`config.mk`:
```
export PLATFORM = sky130hd
export DESIGN_NAME = dmem_port_arbiter_flat
export DESIGN_NICKNAME = d
export VERILOG_FILES = /design/src/rtl/dmem_port_arbiter_pkg.sv /design/src/rtl/dmem_port_arbiter_if.sv /design/src/rtl/dmem_load_ext.sv /design/src/rtl/dmem_port_arbiter.sv /design/src/flat_wrapper.sv
export SDC_FILE = /design/constraint.sdc
export NUM_CORES = 1
export LEC_CHECK = 0
export BUFFER_PORTS_ARGS = -buffer_cell sky130_fd_sc_hd__buf_2
export CORE_MARGIN = 5
export CORE_UTILIZATION = 43
export CTS_CLUSTER_DIAMETER = 200
export DETAILED_ROUTE_END_ITERATION = 8
export PLACE_DENSITY = 0.89
export SYNTH_ARGS = -nofsm -noshare
export SYNTH_HDL_FRONTEND = slang
export SYNTH_SLANG_ARGS = --single-unit
```
`constraint.sdc`:
```
create_clock -name clk -period 2.7 [get_ports clk]
set_input_delay 0.54 -clock clk [delete_from_list [all_inputs] [get_ports clk]]
set_output_delay 0.54 -clock clk [all_outputs]
set_load 0.02 [all_outputs]
```
`src/rtl/dmem_port_arbiter_pkg.sv`:
```
`default_nettype none
// ============================================================================
// Package     : dmem_pkg
// Description : Shared codes and helpers for the data-memory port arbiter:
//               access size codes, arbiter state encoding, RAM byte-enable
//               patterns, byte-enable and access-legality helper functions.
// Revision    : 1.0 - initial release
// ============================================================================
package dmem_pkg;

  typedef enum logic [1:0] {
    ST_IDLE = 2'd0,
    ST_ACC  = 2'd1,
    ST_RESP = 2'd2
  } state_t;

  localparam logic [1:0] SZ_B = 2'd0;
  localparam logic [1:0] SZ_H = 2'd1;
  localparam logic [1:0] SZ_W = 2'd2;
  localparam logic [1:0] SZ_X = 2'd3;

  localparam logic [3:0] WEA_B = 4'b0001;
  localparam logic [3:0] WEA_H = 4'b0011;
  localparam logic [3:0] WEA_W = 4'b1111;

  // Store data is right-aligned, so enables always start at lane 0.
  function automatic logic [3:0] size_to_wea(input logic [1:0] size);
    logic [3:0] wea;
    case (size)
      SZ_B:    wea = WEA_B;
      SZ_H:    wea = WEA_H;
      SZ_W:    wea = WEA_W;
      default: wea = 4'b0000;
    endcase
    return wea;
  endfunction

  // Misaligned, illegal size, upper half of the address space or past the
  // end of the RAM.
  function automatic logic access_err(input logic [1:0]  size,
                                      input logic [31:0] addr,
                                      input logic [31:0] ram_bytes);
    logic bad_align;
    case (size)
      SZ_B:    bad_align = 1'b0;
      SZ_H:    bad_align = addr[0];
      SZ_W:    bad_align = |addr[1:0];
      default: bad_align = 1'b1;
    endcase
    return bad_align | addr[31] | (addr >= ram_bytes);
  endfunction

endpackage
`default_nettype wire

```
`src/rtl/dmem_port_arbiter_if.sv`:
```
`default_nettype none
// ============================================================================
// Interface   : dmem_req_if
// Description : One requester port of the data-memory arbiter.
//   req     requester -> arbiter  access request, held until gnt
//   we      requester -> arbiter  1 = store, 0 = load
//   size    requester -> arbiter  0 byte, 1 half, 2 word, 3 illegal
//   zext    requester -> arbiter  loads: 1 = zero-extend, 0 = sign-extend
//   addr    requester -> arbiter  byte address
//   wdata   requester -> arbiter  right-aligned store data
//   gnt     arbiter -> requester  one-cycle pulse, request accepted
//   rvalid  arbiter -> requester  one-cycle pulse, access complete
//   rdata   arbiter -> requester  extended load data (0 for stores/errors)
//   err     arbiter -> requester  access error, valid with rvalid
// Revision    : 1.0 - initial release
// ============================================================================
interface dmem_req_if;
  logic        req;
  logic        we;
  logic [1:0]  size;
  logic        zext;  // "unsigned" is a reserved word
  logic [31:0] addr;
  logic [31:0] wdata;
  logic        gnt;
  logic        rvalid;
  logic [31:0] rdata;
  logic        err;

  modport master (
    output req, we, size, zext, addr, wdata,
    input  gnt, rvalid, rdata, err
  );

  modport slave (
    input  req, we, size, zext, addr, wdata,
    output gnt, rvalid, rdata, err
  );
endinterface
`default_nettype wire

```
`src/rtl/dmem_load_ext.sv`:
```
`default_nettype none
// ============================================================================
// Module      : dmem_load_ext
// Description : Combinational load-data extender. Picks the low byte, low
//               half or full word of the RAM read data and sign- or
//               zero-extends it. Shared with the CPU bypass path.
//   i_dout   in  32  RAM read data (addressed byte in lane 0)
//   i_size   in  2   access size code
//   i_zext   in  1   1 = zero-extend, 0 = sign-extend
//   o_rdata  out 32  extended load result
// Revision    : 1.0 - initial release
// ============================================================================
module dmem_load_ext
  import dmem_pkg::*;
(
  input  logic [31:0] i_dout,
  input  logic [1:0]  i_size,
  input  logic        i_zext,
  output logic [31:0] o_rdata
);

  always_comb begin
    case (i_size)
      SZ_B:    o_rdata = {{24{~i_zext & i_dout[7]}},  i_dout[7:0]};
      SZ_H:    o_rdata = {{16{~i_zext & i_dout[15]}}, i_dout[15:0]};
      default: o_rdata = i_dout;
    endcase
  end

endmodule
`default_nettype wire

```
`src/rtl/dmem_port_arbiter.sv`:
```
`default_nettype none
// ============================================================================
// Module      : dmem_port_arbiter
// Description : Two-requester arbiter/sequencer in front of the single-port
//               byte-addressed data RAM. m0 = CPU MEM stage, m1 = loader /
//               debug port. Each access takes IDLE -> ACC -> RESP.
//   clk       in   1   clock (also the RAM clock)
//   rstn      in   1   asynchronous active-low reset
//   m0, m1    slave    requester ports (dmem_req_if)
//   ram_wea   out  4   RAM byte write enables
//   ram_addr  out  32  RAM byte address (0 outside ACC)
//   ram_din   out  32  RAM write data (0 outside ACC)
//   ram_dout  in   32  RAM read data, sampled at the edge ending ACC
// Revision    : 1.0 - initial release
// ============================================================================
module dmem_port_arbiter
  import dmem_pkg::*;
#(
  parameter int unsigned RAM_BYTES = 1024,
  parameter bit          RR_EN     = 1'b1
) (
  input  logic        clk,
  input  logic        rstn,
  dmem_req_if.slave   m0,
  dmem_req_if.slave   m1,
  output logic [3:0]  ram_wea,
  output logic [31:0] ram_addr,
  output logic [31:0] ram_din,
  input  logic [31:0] ram_dout
);

  localparam logic [31:0] c_ram_limit = 32'(RAM_BYTES);

  state_t           r_state;
  logic             r_last;   // id granted most recently
  logic             r_id;
  logic             r_we;
  logic [1:0]       r_size;
  logic             r_zext;
  logic             r_lerr;
  logic [1:0]       r_gnt;
  logic [1:0]       r_rvalid;
  logic [1:0]       r_err;
  logic [1:0][31:0] r_rdata;

  logic        w_any;
  logic        w_sel;
  logic        w_we;
  logic [1:0]  w_size;
  logic        w_zext;
  logic [31:0] w_addr;
  logic [31:0] w_wdata;
  logic        w_err;
  logic [31:0] w_ext;

  // Winner selection and mux of its request fields.
  always_comb begin
    w_any = m0.req | m1.req;
    if (m0.req && m1.req) begin
      w_sel = RR_EN ? ~r_last : 1'b0;
    end else begin
      w_sel = m1.req;  // only m1 requesting, or nobody (then unused)
    end
    if (w_sel) begin
      w_we    = m1.we;
      w_size  = m1.size;
      w_zext  = m1.zext;
      w_addr  = m1.addr;
      w_wdata = m1.wdata;
    end else begin
      w_we    = m0.we;
      w_size  = m0.size;
      w_zext  = m0.zext;
      w_addr  = m0.addr;
      w_wdata = m0.wdata;
    end
    w_err = access_err(w_size, w_addr, c_ram_limit);
  end

  dmem_load_ext u_load_ext (
    .i_dout  (ram_dout),
    .i_size  (r_size),
    .i_zext  (r_zext),
    .o_rdata (w_ext)
  );

  // All port and RAM outputs are pulses/values owned by one state and
  // default back to zero every cycle.
  always_ff @(posedge clk or negedge rstn) begin
    if (!rstn) begin
      r_state  <= ST_IDLE;
      r_last   <= 1'b1;     // m0 wins the first tie
      r_id     <= 1'b0;
      r_we     <= 1'b0;
      r_size   <= SZ_B;
      r_zext   <= 1'b0;
      r_lerr   <= 1'b0;
      r_gnt    <= '0;
      r_rvalid <= '0;
      r_err    <= '0;
      r_rdata  <= '0;
      ram_wea  <= '0;
      ram_addr <= '0;
      ram_din  <= '0;
    end else begin
      r_gnt    <= '0;
      r_rvalid <= '0;
      r_err    <= '0;
      r_rdata  <= '0;
      ram_wea  <= '0;
      ram_addr <= '0;
      ram_din  <= '0;
      case (r_state)
        ST_IDLE: begin
          if (w_any) begin
            r_id         <= w_sel;
            r_last       <= w_sel;
            r_we         <= w_we;
            r_size       <= w_size;
            r_zext       <= w_zext;
            r_lerr       <= w_err;
            r_gnt[w_sel] <= 1'b1;
            // An erroneous access never reaches the RAM.
            if (!w_err) begin
              ram_addr <= w_addr;
              ram_din  <= w_wdata;
              if (w_we) begin
                ram_wea <= size_to_wea(w_size);
              end
            end
            r_state <= ST_ACC;
          end
        end
        ST_ACC: begin
          r_rvalid[r_id] <= 1'b1;
          r_err[r_id]    <= r_lerr;
          r_rdata[r_id]  <= (r_lerr || r_we) ? 32'h0 : w_ext;
          r_state        <= ST_RESP;
        end
        ST_RESP: begin
          r_state <= ST_IDLE;
        end
        default: begin
          r_state <= ST_IDLE;
        end
      endcase
    end
  end

  assign m0.gnt    = r_gnt[0];
  assign m0.rvalid = r_rvalid[0];
  assign m0.err    = r_err[0];
  assign m0.rdata  = r_rdata[0];
  assign m1.gnt    = r_gnt[1];
  assign m1.rvalid = r_rvalid[1];
  assign m1.err    = r_err[1];
  assign m1.rdata  = r_rdata[1];

endmodule
`default_nettype wire

```
`src/flat_wrapper.sv`:
```
// flat-port wrapper written by rule: the top's interface ports become plain ports
module dmem_port_arbiter_flat import dmem_pkg::*;
#(
  parameter int unsigned RAM_BYTES = 1024,
  parameter bit          RR_EN     = 1'b1
)
  (clk, rstn, ram_wea, ram_addr, ram_din, ram_dout, m0_req, m0_we, m0_size, m0_zext, m0_addr, m0_wdata, m0_gnt, m0_rvalid, m0_rdata, m0_err, m1_req, m1_we, m1_size, m1_zext, m1_addr, m1_wdata, m1_gnt, m1_rvalid, m1_rdata, m1_err);
  dmem_req_if m0_i ();
  dmem_req_if m1_i ();
  input  logic clk;
  input  logic rstn;
  output logic [3:0] ram_wea;
  output logic [31:0] ram_addr;
  output logic [31:0] ram_din;
  input  logic [31:0] ram_dout;
  input wire logic [$bits(m0_i.req)-1:0] m0_req;
  input wire logic [$bits(m0_i.we)-1:0] m0_we;
  input wire logic [$bits(m0_i.size)-1:0] m0_size;
  input wire logic [$bits(m0_i.zext)-1:0] m0_zext;
  input wire logic [$bits(m0_i.addr)-1:0] m0_addr;
  input wire logic [$bits(m0_i.wdata)-1:0] m0_wdata;
  output wire logic [$bits(m0_i.gnt)-1:0] m0_gnt;
  output wire logic [$bits(m0_i.rvalid)-1:0] m0_rvalid;
  output wire logic [$bits(m0_i.rdata)-1:0] m0_rdata;
  output wire logic [$bits(m0_i.err)-1:0] m0_err;
  input wire logic [$bits(m1_i.req)-1:0] m1_req;
  input wire logic [$bits(m1_i.we)-1:0] m1_we;
  input wire logic [$bits(m1_i.size)-1:0] m1_size;
  input wire logic [$bits(m1_i.zext)-1:0] m1_zext;
  input wire logic [$bits(m1_i.addr)-1:0] m1_addr;
  input wire logic [$bits(m1_i.wdata)-1:0] m1_wdata;
  output wire logic [$bits(m1_i.gnt)-1:0] m1_gnt;
  output wire logic [$bits(m1_i.rvalid)-1:0] m1_rvalid;
  output wire logic [$bits(m1_i.rdata)-1:0] m1_rdata;
  output wire logic [$bits(m1_i.err)-1:0] m1_err;
  assign m0_i.req = m0_req;
  assign m0_i.we = m0_we;
  assign m0_i.size = m0_size;
  assign m0_i.zext = m0_zext;
  assign m0_i.addr = m0_addr;
  assign m0_i.wdata = m0_wdata;
  assign m0_gnt = m0_i.gnt;
  assign m0_rvalid = m0_i.rvalid;
  assign m0_rdata = m0_i.rdata;
  assign m0_err = m0_i.err;
  assign m1_i.req = m1_req;
  assign m1_i.we = m1_we;
  assign m1_i.size = m1_size;
  assign m1_i.zext = m1_zext;
  assign m1_i.addr = m1_addr;
  assign m1_i.wdata = m1_wdata;
  assign m1_gnt = m1_i.gnt;
  assign m1_rvalid = m1_i.rvalid;
  assign m1_rdata = m1_i.rdata;
  assign m1_err = m1_i.err;
  dmem_port_arbiter #(.RAM_BYTES(RAM_BYTES), .RR_EN(RR_EN)) u_core (.clk(clk), .rstn(rstn), .m0(m0_i), .m1(m1_i), .ram_wea(ram_wea), .ram_addr(ram_addr), .ram_din(ram_din), .ram_dout(ram_dout));
endmodule
```
---- Word level (Yosys, flattened, before mapping) ----
Index checks and enable logic that the tools add are counted.
Widths: inputs -> output; s select.
storage, ports and cells
  output and inout bits ................... 138
  logic and storage cells ................. 76
  register bits ........................... 147
cells by class
  magnitude comparators ................... 5
  bitwise gates (word level) .............. 9
  reductions and logical operators ........ 9
  mux-type cells .......................... 33
  equality and inequality tests ........... 5
operator list
  cell                  number
  $mux 32               10
  $and 64x64->64        1
  $mux 64               1
  $pmux 32 s2           1
  $demux 32 s1          1
  $ge 32x11->1 const B  1
  $mux 4                4
  $mux 2                6
  $pmux 4 s3            1
  $eq 2x1->1 const B    3
  $logic_not 2->1       3
  $mux 1                5
  $lt 1x2->1 const B    2
  $pmux 2 s2            1
  $logic_and 1x1->1     3
  $or 1x1->1            3
  $pmux 1 s3            1
  $and 1x1->1           2
  $and 2x2->2           1
  $demux 1 s1           2
  $eq 2x2->1 const B    1
  $ge 1x1->1 const B    2
  $ne 2x1->1 const B    1
  $not 1->1             2
  other kinds (3)       3

---- Depth between registers and ports, before layout ----
Gate-level depths: netlist of run 1.
  depth in word-level cells ............... 10
  depth in mapped cells ................... 11

---- Hierarchy ----
Synthesis of run 1 repeated with hierarchy kept, for this count alone.
second synthesis, totals
  cells, all modules ...................... 449
  area total of the unflattened synthesis .. 5400.2 µm²
by module, submodules not included
  module             area an instance (µm²)  times used  cells each  seq. area each (µm²)
  dmem_port_arbiter  5044.8                  1           382         3654.8
  dmem_load_ext      355.3                   1           67          0.0

---- Least setup slack after synthesis of run 1 ----
OpenSTA, ideal clock, no wires.
  path type ............................... in2reg
  start ................................... input m1_req
  end ..................................... register u_core.ram_wea[2]
  stages .................................. 11
  arrival time ............................ 2373 ps
  required time ........................... 2612 ps
  path slack .............................. 239 ps
  buffers on the path ..................... 2
  cells stage by stage .................... a21boi_1 -> buf_6 -> mux2i_1 -> inv_1 -> ha_1 -> o21ai_0 -> mux2i_1 -> a2111o_1 -> buf_2 -> o21bai_4 -> nor3b_1
on the way
  word-level cells in the longest chain between the ends .. 10
RTL lines
  item                                line                                                      RTL
  from (decl)                         flat_wrapper.sv:26                                        input wire logic [$bits(m1_i.req)-1:0] m1_req;
  $logic_and 1x1->1                   dmem_port_arbiter.sv:59                                   if (m0.req && m1.req) begin
  $mux 1 *                            dmem_port_arbiter.sv:59
  $mux 2 *                            dmem_port_arbiter.sv:64                                   if (w_sel) begin
  net u_core.w_size[1]                dmem_port_arbiter.sv:49                                   logic [1:0] w_size;
  $eq 2x2->1 (tied with other cells)  dmem_port_arbiter_pkg.sv:29, dmem_port_arbiter_pkg.sv:44
  $pmux 1 s3                          dmem_port_arbiter_pkg.sv:44                               case (size)
  $or 1x1->1 (2 in a row)             dmem_port_arbiter_pkg.sv:50                               return bad_align | addr[31] | (addr >= ram_bytes);
  $mux 4 *                            dmem_port_arbiter.sv:124                                  if (!w_err) begin
  $mux 4 *                            dmem_port_arbiter.sv:115                                  if (w_any) begin
  $mux 4 *                            dmem_port_arbiter.sv:113                                  case (r_state)
  to (signal assigned)                dmem_port_arbiter.sv:128                                  ram_wea <= size_to_wea(w_size);
  to (decl)                           dmem_port_arbiter.sv:26                                   output logic [3:0] ram_wea,
Mark *: on every way through the listed nets, which the timed path passes. The rest lies on a longest branch.
A chain may end at the register's enable or synchronous reset.

---- Worst setup path in the final report of run 1 ----
  start ................................... register u_core.r_last
  end ..................................... register u_core.ram_wea[1]
on the way
  word-level cells in the longest chain between the ends .. 10
RTL lines
  item                                                                  line                      RTL
  from (decl)                                                           dmem_port_arbiter.sv:35   logic r_last;
  from (signal assigned)                                                dmem_port_arbiter.sv:117  r_last <= w_sel;
  $not 1->1 *                                                           dmem_port_arbiter.sv:60   w_sel = RR_EN ? ~r_last : 1'b0;
  $mux 1 *                                                              dmem_port_arbiter.sv:59
  parallel branches: the longest is 5 deep, another holds $ge 32x11->1  -
  $mux 4 *                                                              dmem_port_arbiter.sv:124
  $mux 4 *                                                              dmem_port_arbiter.sv:115
  $mux 4 *                                                              dmem_port_arbiter.sv:113
Every way passes the cells marked *.

==> results of run 1 <==
==> where the power goes <==
group | leakage [nW] | switching (mW) | total (mW) | internal [mW]
combinational | 2.07 | 0.542 | 0.891 | 0.349
clock | 0.281 | 0.867 | 2.34 | 1.47
sequential | 1.97 | 0.0848 | 2.39 | 2.30
==> layout make-up <==
cell class / count / area share, %
Tap cell: 147 / 2.41
Sequential cell: 146 / 48.0
Clock inverter: 12 / 2.05
Clock buffer: 18 / 5.76
Timing Repair Buffer: 323 / 22.1
Antenna cell: 5 / 0.164
Multi-Input combinational cell: 265 / 19.4
Inverter: 3 / 0.148
==> cells in the final DEF, fill, tap and decap left out, types with 3 or more instances in the layout <==
master | Yosys | layout
nor2_1 | 104 | 103
clkinvlp_4 | 0 | 4
ha_1 | 3 | 3
bufinv_16 | 0 | 3
inv_1 | 3 | 3
diode_2 | 0 | 5
mux2i_1 | 5 | 5
buf_4 | 1 | 11
buf_2 | 1 | 308
nor4_1 | 10 | 10
and3_1 | 17 | 17
nand2_1 | 6 | 6
and2_1 | 3 | 3
nor2b_1 | 18 | 18
clkbuf_16 | 0 | 17
o21a_1 | 9 | 9
dfrtp_1 | 145 | 145
a22oi_1 | 43 | 43
conb_1 | 1 | 22
o21ai_0 | 6 | 6
==> flip-flops by register name (all words and copies together) (netlist names), 2 cells and up <==
signal,cells
u_core.m0.rdata,32
u_core.m1.rdata,32
u_core.r_err,2
u_core.r_gnt,2
u_core.r_rvalid,2
u_core.r_size,2
u_core.r_state,2
u_core.ram_addr,32
u_core.ram_din,32
u_core.ram_wea,3
==> how the worst max path moves through the flow <==
| stage | startpoint | end | slack, ns | cells after the start |
|---|---|---|---|---|
| 2_1_floorplan | m1_req | u_core.ram_wea[2] | 0.24 | 11 |
| 3_3_place_gp | m1_req | u_core.ram_wea[2] | 0.17 | 9 |
| 3_5_place_dp | m1_req | u_core.ram_wea[1] | 0.04 | 9 |
| 4_1_cts | u_core.r_last | u_core.ram_wea[1] | 0.31 | 9 |
| 5_1_grt | u_core.r_last | u_core.ram_wea[0] | 0.15 | 9 |
| 6_report | u_core.r_last | u_core.ram_wea[1] | 0.30 | 9 |
==> through the flow <==
step           setup slack, ns  power (mW)  cells  util (%)
5_1_grt                  0.152        5.87    919      64.0
4_1_cts                  0.309        5.67    914      63.9
3_5_place_dp            0.0373        3.32    883      58.8
6_report                 0.298        5.62    919      64.0
3_3_place_gp             0.171        3.31    883      58.8
2_1_floorplan            0.239        2.92    442         -
==> tightest hold or removal path: stages <==
cell and delay, ns:
buf_2 0.07, a22oi_1 0.05, nand2_1 0.06
==> routing by layer <==
layer | vias up | part of all wire, % | GRT usage (%)
met2 | 222 | 54 | 37.2
met1 | 2091 | 36 | 24.0
met5 | - | 0 | 0
met3 | 26 | 6.9 | 4.90
met4 | 0 | 3.2 | 11.2
li1 | 2072 | - | -
==> logic make-up (layout without fill, tap and decap cells) <==
| kind of cell | after synthesis | in the layout | share of synthesized area, % |
|---|---|---|---|
| buffers and inverters | 31 | 356 | 2.49 |
| muxes | 6 | 6 | 1.26 |
| adders and majority gates | 3 | 3 | 0.726 |
| AOI/OAI and AO/OA | 64 | 64 | 9.30 |
| other | 1 | 27 | 0.0726 |
| and+or+nand+nor | 170 | 170 | 15.4 |
| DFF | 146 | 146 | 70.7 |
==> what timing repair did <==
| action | 4_1_cts | 5_1_grt |
|---|---|---|
| hold endpoints to repair | 8 | 0 |
| endpoints found under the setup margin | 0 | 0 |
| setup buffers | 0 | 0 |
| hold buffers | 1 | 0 |
==> results.py, run 1 <==
metrics = {
    "status": {
        "outcome": "completed",
    },
    "power_and_ir_drop": {
        "max-vdd-ir-drop_mv": 0.356,
        "leakage_nw": 4.32,
        "p_per_area_nw_per_um2": 737,
    },
    "sta": {
        "period_needed_ns": 2.40,
        "period_share_pct": 89.0,
        "rsz0062_at_grt": "false",
        "max_freq_mhz": 416,
        "setup_violations": 0,
        "drv_slew": 0,
        "fin_skew_ns": 0.0120,
        "setup_tns_ns": 0,
        "max_slew_margin_pct": 52.4,
        "worst_pin_slew_ns": 0.712,
        "fin_hold_ws_ns": 0.363,
        "finalHoldViolCount": 0,
    },
    "die": {
        "start_util_pct": 43.4,
        "placementRows": 40,
        "core_sq_um": 11900,
        "die_w_um": 120,
        "die_height_um": 120,
        "io_pins": 310,
        "die-area_sq_um": 14300,
    },
    "cts": {
        "path_clk_slew_ns": 0.06,
        "cts_tree": "built",
        "clk_latency_ns": 0.40,
        "cts.sinks": 146,
        "cts_max_path_buffers": 2,
        "cts.repair.resized": 0,
        "cts_root_buffer": "clkbuf_16",
        "tritoncts.num_buffers": 17,
        "htreeDepth": 4,
    },
    "hold_path": {
        "hold_depth": 3,
        "hp-class": "in -> reg",
        "min_to": "u_core.r_zext",
        "holdCritStartpoint": "m1_zext",
    },
    "logic_synthesis": {
        "synth_top_area_cell": "dfrtp_1",
        "synthTopCellsByArea": "dfrtp_1, nor2_1, a22oi_1",
        "ys_seq_area_share_pct": 70.7,
        "synth_warnings": 0,
        "synth_top_area_share_pct": 70.2,
        "avgSynthCellArea_sq_um": 12.3,
        "ys_seq_elements": 146,
        "synth_area_sq_um": 5170,
        "postSynthCellCount": 421,
        "synth_flop_cell": "dfrtp_1",
        "synth_common_cells": "dfrtp_1, nor2_1, a22oi_1, clkbuf_1, nor2b_1",
        "synth_edf_count": 0,
        "yosysMostFrequentCell": "dfrtp_1",
        "synth-async-reset-ratio_pct": 100,
        "synth.distinct_cells": 33,
    },
    "critical_path": {
        "cp.arrival_ns": 2.71,
        "slowest_delay_ns": 0.53,
        "critical_path.startpoint_type": "flop",
        "endpoint_kind": "flop",
        "crit_family": "compound AO/OA/AOI/OAI gates",
        "crit_required_ns": 3.01,
        "path_max_fanout": 8,
        "worstSetupPathType": "reg -> reg",
        "rrSetupSlack_ns": 0.30,
        "reg2reg_from": "u_core.r_last",
        "crit_chain": "a21boi_1 -> buf_4 -> mux2i_1 -> ha_1 -> o21ai_0 -> mux2i_1 -> a2111o_1 -> o21bai_4 -> nor3_1",
        "reg2reg_depth": 9,
        "cp_common_cell": "mux2i_1",
        "cp_slowest_cell": "dfstp_2",
        "worstReg2RegEnd": "u_core.ram_wea[1]",
        "crit_buf_inv": 1,
    },
    "routing": {
        "post_drt_wl_per_cell_um": 16.8,
        "via_per_inst": 4.80,
        "drc": 0,
        "wl_mm": 15.5,
        "firstDrtPassIters": 5,
        "vias": 4411,
        "ant_nets": 0,
        "dr.first_iter.drc_count": 339,
    },
    "finish": {
        "syn_to_final_growth_pct": 47.4,
        "fill_cells": 963,
        "finalInstanceArea_sq_um": 7620,
        "regArea_sq_um": 3650,
        "drive_gt1_share_pct": 46.7,
        "multi_input_area_sq_um": 1480,
        "nNetsFinal": 931,
    },
    "place": {
        "dp_hpwl_mm": 12.0,
        "portBuffers": 309,
        "postPlaceCellArea_sq_um": 7000,
        "routabilityCongestion": 0.862,
    },
    "grt": {
        "grt_max_degree": 93,
        "grt_usage_pct": 21.2,
        "grt_pass1_vias": 4621,
        "antenna_found_initial": 5,
        "grt-ovfl-total": 0,
        "grt_pass1_wl_mm": 23.4,
    },
    "job": {
        "max_cap_violations": 0,
    },
}
(Power assumes the default switching activity.)
==> inputs of run 2 (changes only) <==
--- a/config.mk
+++ b/config.mk
@@ -6,11 +6,12 @@
 export NUM_CORES = 1
 export LEC_CHECK = 0
 export BUFFER_PORTS_ARGS = -buffer_cell sky130_fd_sc_hd__buf_2
-export CORE_MARGIN = 5
-export CORE_UTILIZATION = 43
+export CORE_AREA = 2 2 120 122
 export CTS_CLUSTER_DIAMETER = 200
+export CTS_CLUSTER_SIZE = 10
 export DETAILED_ROUTE_END_ITERATION = 8
-export PLACE_DENSITY = 0.89
+export DIE_AREA = 0 0 122 124
+export PLACE_DENSITY = 0.8
 export SYNTH_ARGS = -nofsm -noshare
 export SYNTH_HDL_FRONTEND = slang
 export SYNTH_SLANG_ARGS = --single-unit
==> results.py, run 2 (synthesis results as in run 1) <==
metrics = {
    "status": {
        "outcome": "completed",
    },
    "finish": {
        "fill_cells": 1158,
        "drive_gt1_share_pct": 46.7,
        "layout_commonest_cell": "buf_2",
        "nNetsFinal": 930,
        "postLayoutCoreUtil_pct": 55.9,
        "fin_cells": 949,
        "layout_common_cells": "buf_2, dfrtp_1, nor2_1, a22oi_1, conb_1",
        "syn_to_final_growth_pct": 48.5,
    },
    "grt": {
        "grt_usage_pct": 19.9,
        "grt_max_degree": 93,
        "antenna_found_initial": 1,
        "grt-ovfl-total": 0,
        "grt_pass1_vias": 4318,
        "grt_pass1_wl_mm": 22.2,
    },
    "die": {
        "io_pins": 310,
        "core_sq_um": 13700,
        "die_height_um": 124,
        "die_w_um": 122,
        "placementRows": 43,
        "start_util_pct": 37.7,
        "die-area_sq_um": 15100,
    },
    "routing": {
        "drc": 0,
        "firstDrtPassIters": 5,
        "post_drt_wl_per_cell_um": 15.9,
        "via_per_inst": 4.68,
        "wl_mm": 15.0,
        "vias": 4445,
        "dr.first_iter.drc_count": 201,
        "ant_nets": 0,
    },
    "critical_path": {
        "path_max_fanout": 8,
        "critical_path.startpoint_type": "flop",
        "reg2reg_depth": 8,
        "worstReg2RegEnd": "u_core.ram_wea[2]",
        "reg2reg_from": "u_core.r_last",
        "crit_required_ns": 3.02,
        "worstSetupPathType": "reg -> reg",
        "endpoint_kind": "flop",
        "cp.arrival_ns": 2.73,
        "rrSetupSlack_ns": 0.30,
    },
    "sta": {
        "setup_violations": 0,
        "period_share_pct": 89.1,
        "max_slew_margin_pct": 51.4,
        "setup_tns_ns": 0,
        "worst_slack_ns": 0.296,
        "fin_skew_ns": 0.00925,
        "max_freq_mhz": 416,
        "period_needed_ns": 2.40,
        "rsz0062_at_grt": "false",
        "worst_pin_slew_ns": 0.727,
        "finalHoldViolCount": 0,
        "drv_slew": 0,
    },
    "cts": {
        "postCtsSetupBuffers": 0,
        "hold_buffers": 0,
        "tritoncts.num_buffers": 17,
        "htreeDepth": 4,
        "cts.sinks": 146,
        "cts_root_buffer": "clkbuf_16",
        "path_clk_slew_ns": 0.06,
        "cts_tree": "built",
        "clk_latency_ns": 0.42,
        "cts.repair.resized": 0,
        "cts_max_path_buffers": 2,
    },
    "place": {
        "routabilityCongestion": 0.849,
        "dp_cells": 916,
        "place_ws_ns": 0.0243,
        "portBuffers": 309,
        "dp_hpwl_mm": 11.2,
    },
    "power_and_ir_drop": {
        "leakage_nw": 4.33,
        "max-vdd-ir-drop_mv": 0.391,
        "total_power_mw": 5.73,
        "p_per_area_nw_per_um2": 747,
    },
    "job": {
        "max_cap_violations": 0,
    },
    "hold_path": {
        "hp-class": "in -> async",
    },
}
[run 2: cell types whose count changed in the layout (fill, tap and decap cells not counted), sizes merged]
cell,change
clkbuf,+1
bufinv,+1
diode,-4
clkinvlp,-2
dlygate4sd3,-1
clkinv,+4
inv,-2
[run 2: routing by layer]
layer	up-vias	GRT usage, %	wire length (um)
met1	2131	22.4	5640
li1	2072	-	-
met2	226	35.7	8060
met3	16	5.95	1170
met4	0	7.18	177
met5	-	0	0
[run 2: worst max path at each step]
stage | to | start
after floorplan | u_core.ram_wea[2] | m1_req
after CTS | u_core.ram_wea[2] | u_core.r_last
after global placement | u_core.ram_wea[2] | m1_req
final | u_core.ram_wea[2] | u_core.r_last
after global routing | u_core.ram_wea[2] | u_core.r_last
after detailed placement | u_core.ram_wea[2] | m1_req
[run 2: critical path, stage by stage, from the launching register on]
cell	delay, ns
dfstp_2	0.37
a21boi_1	0.21
buf_4	0.24
mux2i_1	0.32
inv_1	0.11
ha_1	0.24
a2111o_1	0.40
o21bai_4	0.21
nor3b_1	0.21
[run 2: power by group]
part,internal (mW),switching [mW]
logic,0.342,0.555
registers,2.30,0.0791
clock network,1.57,0.884
total,4.21,1.52
[run 2: cell type report]
cell class                 count  area (sq um)  share of cell area, %
multi-input combinational    265          1480                   19.3
clock buffer                  19           443                   5.77
sequential                   146          3650                   47.6
inverter                       3          11.3                  0.147
timing repair buffer         322          1680                   21.8
antenna                        1          2.50                 0.0326
tap                          180           225                   2.93
clock inverter                13           185                   2.41
[run 2: through the flow]
stage | area (sq um) | hold WS [ns]
after CTS | 7670 | 0.00530
after global routing | 7670 | 0.0113
after global placement | 7040 | 0.444
after floorplan | 5250 | 0.244
after detailed placement | 7040 | 0.452
final | 7670 | 0.0101
